**config.mk**
```make
export PLATFORM = sky130hd
export DESIGN_NAME = fdiv_iter
export DESIGN_NICKNAME = d
export VERILOG_FILES = /design/src/rtl/fpu_pkg.sv /design/src/rtl/fdiv_special.sv /design/src/rtl/fdiv_iter.sv
export SDC_FILE = /design/constraint.sdc
export NUM_CORES = 1
export LEC_CHECK = 0
export ABC_AREA = 1
export CAP_MARGIN = 20
export CORE_AREA = 2 2 107 151
export CTS_BUF_LIST = sky130_fd_sc_hd__clkbuf_4
export DETAILED_ROUTE_END_ITERATION = 8
export DIE_AREA = 0 0 109 153
export DONT_BUFFER_PORTS = 1
export PLACE_DENSITY = 0.85
export SYNTH_ARGS = -nofsm -noshare
export SYNTH_HDL_FRONTEND = slang
export SYNTH_HIERARCHICAL = 1
export SYNTH_SLANG_ARGS = --single-unit
```
**constraint.sdc**
```tcl
create_clock -name clk -period 5.1 [get_ports clk]
set_clock_uncertainty 0.2 [all_clocks]
set_input_delay 1.02 -clock clk [delete_from_list [all_inputs] [get_ports clk]]
set_output_delay 1.02 -clock clk [all_outputs]
set_load 0.02 [all_outputs]
```
**src/rtl/fpu_pkg.sv**
```systemverilog
// Shared single-precision definitions for the iterative FP divider.
// Holds the IEEE-754 single field layout, exponent constants, the canonical
// quiet NaN and the divider FSM state encoding.
package fpu_pkg;

    typedef struct packed {
        logic        sign;
        logic [7:0]  exp;
        logic [22:0] mant;
    } float_t;

    localparam int unsigned EXP_BIAS = 127;
    localparam int unsigned EXP_MAX  = 255;
    localparam logic [31:0] QNAN     = 32'h7FC00000;

    typedef enum logic [1:0] {
        StIdle,
        StCalc,
        StRound,
        StDone
    } fdiv_state_e;

endpackage

```
**src/rtl/fdiv_special.sv**
```systemverilog
// Operand classifier for the FP divider (purely combinational).
// Exponent 0 is treated as zero and exponent 255 as infinity; mantissas are
// ignored, so only sign and exponent fields are needed.
// Ports:
//   a_sign_i, a_exp_i  dividend sign / biased exponent
//   b_sign_i, b_exp_i  divisor sign / biased exponent
//   special_o          result is fully determined by the operand classes
//   result_o           that result (NaN, signed infinity or signed zero)
module fdiv_special
    import fpu_pkg::*;
(
    input  logic        a_sign_i,
    input  logic [7:0]  a_exp_i,
    input  logic        b_sign_i,
    input  logic [7:0]  b_exp_i,
    output logic        special_o,
    output logic [31:0] result_o
);

    logic a_zero, a_inf, b_zero, b_inf, sign;

    assign a_zero = (a_exp_i == 8'd0);
    assign a_inf  = (a_exp_i == 8'(EXP_MAX));
    assign b_zero = (b_exp_i == 8'd0);
    assign b_inf  = (b_exp_i == 8'(EXP_MAX));
    assign sign   = a_sign_i ^ b_sign_i;

    always_comb begin
        special_o = 1'b0;
        result_o  = 32'h0;
        // Order matters: the two indeterminate forms must win over the
        // infinity/zero rules they would otherwise also match.
        if ((a_zero && b_zero) || (a_inf && b_inf)) begin
            special_o = 1'b1;
            result_o  = QNAN;
        end else if (a_inf || b_zero) begin
            special_o = 1'b1;
            result_o  = {sign, 8'hFF, 23'h0};
        end else if (a_zero || b_inf) begin
            special_o = 1'b1;
            result_o  = {sign, 31'h0};
        end
    end

endmodule

```
**src/rtl/fdiv_iter.sv**
```systemverilog
// Iterative IEEE-754 single-precision divider, y = x1 / x2.
// Restoring radix-2 division, one quotient bit per cycle for QBITS cycles,
// then a normalize / round-to-nearest-even step. No denormal support:
// exponent 0 reads as zero, exponent 255 as infinity.
// Configuration macro: FDIV_ITER_EARLY_OUT_EN -- when defined, special-case
// operands skip the iteration and produce a result 2 edges after acceptance;
// otherwise every operation takes the full 1+QBITS latency.
// Ports:
//   clk, rstn             clock, asynchronous active-low reset
//   x1, x2                dividend / divisor, sampled when in_valid && in_ready
//   in_valid, in_ready    operand handshake (in_ready high only when idle)
//   y, out_valid          result, held stable until out_ready
//   out_ready             consumer accepts y
module fdiv_iter
    import fpu_pkg::*;
#(
    parameter int unsigned QBITS = 26
) (
    input  logic        clk,
    input  logic        rstn,
    input  logic [31:0] x1,
    input  logic [31:0] x2,
    input  logic        in_valid,
    output logic        in_ready,
    output logic [31:0] y,
    output logic        out_valid,
    input  logic        out_ready
);

    localparam int unsigned CW = $clog2(QBITS + 1);
    // Quotient bits below the guard position feed the sticky bit.
    localparam logic [QBITS-1:0] LOW_MASK = (QBITS'(1) << (QBITS - 25)) - QBITS'(1);

    fdiv_state_e state_q, state_d;

    logic              a_sign_q, a_sign_d;
    logic [7:0]        a_exp_q,  a_exp_d;
    logic              b_sign_q, b_sign_d;
    logic [7:0]        b_exp_q,  b_exp_d;
    logic [23:0]       mb_q,     mb_d;
    logic [24:0]       rem_q,    rem_d;
    logic [QBITS-1:0]  quo_q,    quo_d;
    logic [CW-1:0]     cnt_q,    cnt_d;
    logic [31:0]       y_q,      y_d;
    logic              out_valid_q, out_valid_d;

    float_t x1_f, x2_f;
    assign x1_f = x1;
    assign x2_f = x2;

    logic        special;
    logic [31:0] special_y;
    logic        skip_calc;

    fdiv_special u_special (
        .a_sign_i  (a_sign_q),
        .a_exp_i   (a_exp_q),
        .b_sign_i  (b_sign_q),
        .b_exp_i   (b_exp_q),
        .special_o (special),
        .result_o  (special_y)
    );

`ifdef FDIV_ITER_EARLY_OUT_EN
    assign skip_calc = special;
`else
    assign skip_calc = 1'b0;
`endif

    // One restoring step: subtract when it fits, then shift the partial
    // remainder. The remainder stays below 2*divisor so 25 bits suffice.
    logic        rem_ge;
    logic [24:0] rem_sel;
    assign rem_ge  = (rem_q >= {1'b0, mb_q});
    assign rem_sel = rem_ge ? (rem_q - {1'b0, mb_q}) : rem_q;

    // Normalize / round path, evaluated on the finished quotient.
    logic [QBITS-1:0]  quo_norm;
    logic [23:0]       mant_trunc;
    logic              guard, sticky, round_up;
    logic [24:0]       mant_rnd;
    logic signed [10:0] exp_res;
    logic              res_sign;
    logic [31:0]       round_y;

    always_comb begin
        // Mantissa ratio lies in (0.5, 2): the MSB decides whether one extra
        // left shift (and an exponent decrement) is needed.
        quo_norm   = quo_q[QBITS-1] ? quo_q : (quo_q << 1);
        mant_trunc = quo_norm[QBITS-1 -: 24];
        guard      = quo_norm[QBITS-25];
        sticky     = (|(quo_norm & LOW_MASK)) | (|rem_q);
        round_up   = guard & (sticky | mant_trunc[0]);
        mant_rnd   = {1'b0, mant_trunc} + {24'b0, round_up};
        res_sign   = a_sign_q ^ b_sign_q;
        // A rounding carry leaves the fraction field at zero and bumps the exponent.
        exp_res    = $signed({3'b000, a_exp_q}) - $signed({3'b000, b_exp_q})
                   + $signed(11'(EXP_BIAS))
                   - (quo_q[QBITS-1] ? 11'sd0 : 11'sd1)
                   + $signed({10'b0, mant_rnd[24]});
        if (special) begin
            round_y = special_y;
        end else if (exp_res > 11'sd254) begin
            round_y = {res_sign, 8'hFF, 23'h0};
        end else if (exp_res < 11'sd1) begin
            round_y = {res_sign, 31'h0};
        end else begin
            round_y = {res_sign, exp_res[7:0], mant_rnd[22:0]};
        end
    end

    always_comb begin
        state_d     = state_q;
        a_sign_d    = a_sign_q;
        a_exp_d     = a_exp_q;
        b_sign_d    = b_sign_q;
        b_exp_d     = b_exp_q;
        mb_d        = mb_q;
        rem_d       = rem_q;
        quo_d       = quo_q;
        cnt_d       = cnt_q;
        y_d         = y_q;
        out_valid_d = out_valid_q;

        unique case (state_q)
            StIdle: begin
                if (in_valid) begin
                    a_sign_d = x1_f.sign;
                    a_exp_d  = x1_f.exp;
                    b_sign_d = x2_f.sign;
                    b_exp_d  = x2_f.exp;
                    mb_d     = {1'b1, x2_f.mant};
                    rem_d    = {2'b01, x1_f.mant};
                    quo_d    = '0;
                    cnt_d    = '0;
                    state_d  = StCalc;
                end
            end
            StCalc: begin
                if (skip_calc) begin
                    state_d = StRound;
                end else begin
                    rem_d = {rem_sel[23:0], 1'b0};
                    quo_d = {quo_q[QBITS-2:0], rem_ge};
                    cnt_d = cnt_q + CW'(1);
                    if (cnt_q == CW'(QBITS - 1)) begin
                        state_d = StRound;
                    end
                end
            end
            StRound: begin
                y_d         = round_y;
                out_valid_d = 1'b1;
                state_d     = StDone;
            end
            StDone: begin
                if (out_ready) begin
                    out_valid_d = 1'b0;
                    state_d     = StIdle;
                end
            end
            default: state_d = StIdle;
        endcase
    end

    always_ff @(posedge clk or negedge rstn) begin
        if (!rstn) begin
            state_q     <= StIdle;
            a_sign_q    <= 1'b0;
            a_exp_q     <= 8'h0;
            b_sign_q    <= 1'b0;
            b_exp_q     <= 8'h0;
            mb_q        <= 24'h0;
            rem_q       <= 25'h0;
            quo_q       <= '0;
            cnt_q       <= '0;
            y_q         <= 32'h0;
            out_valid_q <= 1'b0;
        end else begin
            state_q     <= state_d;
            a_sign_q    <= a_sign_d;
            a_exp_q     <= a_exp_d;
            b_sign_q    <= b_sign_d;
            b_exp_q     <= b_exp_d;
            mb_q        <= mb_d;
            rem_q       <= rem_d;
            quo_q       <= quo_d;
            cnt_q       <= cnt_d;
            y_q         <= y_d;
            out_valid_q <= out_valid_d;
        end
    end

    assign in_ready  = (state_q == StIdle);
    assign y         = y_q;
    assign out_valid = out_valid_q;

endmodule

```
==> out/qor.yml <==
grt:
  antenna_found_initial: 1
  grt.total_usage_pct: 29.81
  grt_max_degree: 134
  grt_pass1_vias: 8800
  grt_pass1_wl_mm: 39.87
  grt-ovfl-total: 0
cts:
  clk_pin_slew_ns: 0.13
  clkLatencyLatePin_ns: 0.56
  cts_setup_buffers: 0
  cts_tree: "done"
  numCtsBuffers: 17
  clock-sinks: 133
  cts.htree.levels: 4
  cts-root-buf: "clkbuf_4"
  clock_path_buffers: 2
layout:
  drive_gt1_share_pct: 7.703
  final_common_cell: "nand2_1"
  fin_area_sq_um: 10390
  fin_nets: 1559
  final_cell_mix: "nand2_1, inv_1, nor2_1"
  syn2layout_area_growth_pct: 3.028
  fin_cells: 1651
  final_util_pct: 67.73
floorplanning:
  dieArea_sq_um: 16680
  die_w_um: 109
  core_region_area_sq_um: 15340
  io-pin-count: 102
  rows: 54
  start_util_pct: 65.74
  die_h_um: 153
drt:
  met1_length_mm: 9.331
  drt_iter0_drc: 621
  routed.top_layer: "met4"
  drc: 0
  wl_met2_mm: 12.42
  wl_per_cell_um: 14.63
  vias: 9106
  routed_wl_mm: 24.15
  wl_met3_mm: 1.207
  drt-vias-per-instance: 5.515
  first_pass_iters: 5
  ant_nets: 0
logic_synthesis:
  ys_types: 46
  syn_area_per_cell_sq_um: 6.887
  synth_edf_count: 0
  ys_seq_area_share_pct: 33.01
  netlist_instances: 1464
  yosysWarnings: 6
  synth-seq-cells: 133
  postSynth.topFlopCell: "dfrtp_1"
  async_flop_share_pct: 100.0
  syn_area_sq_um: 10080
placed_design:
  gp_congestion: 0.9715
  post-dp-hpwl_mm: 17.97
  dpl.cell_count: 1615
  port_buffers: 0
  detailed_place.area_sq_um: 10020
sta:
  worst_slew_pin_slew_ns: 0.7679
  tns_ns: 0
  max_freq_mhz: 213.6
  min_period_ns: 4.681
  rsz0062_at_grt: "false"
  setup_viol: 0
  finalCritPeriodShare_pct: 91.79
  slew-limit-headroom_pct: 48.49
  hold_violations: 0
  slew_viol_final: 0
critical_path:
  reg2reg_slack_ns: 0.42
  path_max_fanout: 24
  end_kind: "register"
  worstSetupStartpoint: "quo_q[25]"
  cp.arrival_ns: 4.94
  r2r-start: "quo_q[25]"
  required_ns: 5.36
  rr_endpoint: "y[27]"
  path_class: "register to register"
  worstRegToRegCells: 27
  cp-start-kind: "register"
  cp-endpoint: "y[27]"
outcome:
  status: "finished, final reports clean"
min_path:
  holdCritPathClass: "input pin to async pin"
run:
  drv_cap: 0
## state kept, by name, summed over array words and instances, names as in the netlist
| register | flops |
|---|---|
| a_exp_q | 8 |
| a_sign_q | 1 |
| b_exp_q | 8 |
| b_sign_q | 1 |
| cnt_q | 5 |
| mb_q | 24 |
| out_valid | 1 |
| quo_q | 26 |
| rem_q | 25 |
| state_q | 2 |
| y | 32 |
## kinds of logic (layout without fill, tap and decap cells)
| logic type | count (synthesis) | in the layout | synth area share (%) |
|---|---|---|---|
| simple gates | 726 | 726 | 31.63 |
| buf+inv | 277 | 246 | 12.43 |
| compound gates | 246 | 246 | 13.69 |
| flops | 133 | 133 | 33.01 |
| fa+ha+maj | 50 | 50 | 6.503 |
| xor+xnor | 31 | 31 | 2.693 |
| other cells | 1 | 23 | 0.03719 |
## worst max-delay path, stage by stage, from the launching register on
cell and delay, ns:
dfrtp_1 0.48, buf_4 0.21, inv_2 0.17, nand2_1 0.09
nand2_2 0.09, ha_2 0.24, nand3_4 0.13, nor2_4 0.17
nand2_1 0.09, nor3_1 0.17, nand4_1 0.14, fa_1 0.40
inv_1 0.06, ha_1 0.17, inv_1 0.06, fa_1 0.53
nand3_1 0.09, a21oi_1 0.12, nand3_1 0.09, nor2_1 0.09
nand3_1 0.11, nor2_4 0.19, nor2_4 0.04, buf_4 0.22
nand2_1 0.09, nand2_1 0.05, nand2_1 0.06, nand2_1 0.05
## worst min path at each step
stage,from,to
2_1_floorplan,mb_q[23],mb_q[23]
3_3_place_gp,mb_q[23],mb_q[23]
3_5_place_dp,mb_q[23],mb_q[23]
4_1_cts,rstn,y[26]
5_1_grt,rstn,y[30]
6_report,rstn,y[30]
## cell type report
cell class,count,area (sq um)
multi-input combinational,1075,5598
fill,1333,4950
sequential,133,3328
inverter,200,750.7
tap,196,245.2
timing repair buffer,14,178.9
clock inverter,15,156.4
clock buffer,17,127.6
antenna,1,2.502
## layer usage
layer / vias to the layer above / track usage, %
met4: 0 / 15.14
met2: 275 / 52.74
met5: - / 0
met3: 78 / 5.032
met1: 4155 / 33.75
li1: 4598 / -
## cell usage after synthesis, drive strengths merged, types with 2 or more instances
cell type	count	area, sq um
ha	46	575.6
fa	4	80.08
nand4	26	162.7
dfrtp	133	3328
a21o	3	22.52
nor3	9	45.04
a21oi	86	449.2
buf	51	405.4
o22ai	29	181.4
nand3b	17	165.2
clkinv	2	7.510
a32o	3	30.03
o21ai	108	563.0
nand2	433	1685
inv	198	743.2
nor2	158	686.9
o21bai	8	60.06
xnor2	13	113.9
a21boi	2	15.01
xor2	18	157.7
nor4	4	25.02
nand3	78	412.9
a31o	2	17.52
clkbuf	26	97.59
## metrics by stage
step	hold WS (ns)	setup slack, ns
detailed placement	0.2467	0.3515
floorplan	0.2264	0.7642
global route	0.2601	0.02104
global placement	0.2418	0.4685
CTS	0.2456	0.3371
finish	0.1230	0.4186
## what timing repair did
action,CTS,global route
setup endpoints to repair,0,13
hold buffers,1,0
endpoints found under the hold margin,133,0
gates resized for setup,0,3
Power is left out: the tool's default activity adds up to more than one toggle a clock period on the data nets, which glitch-free logic cannot reach.
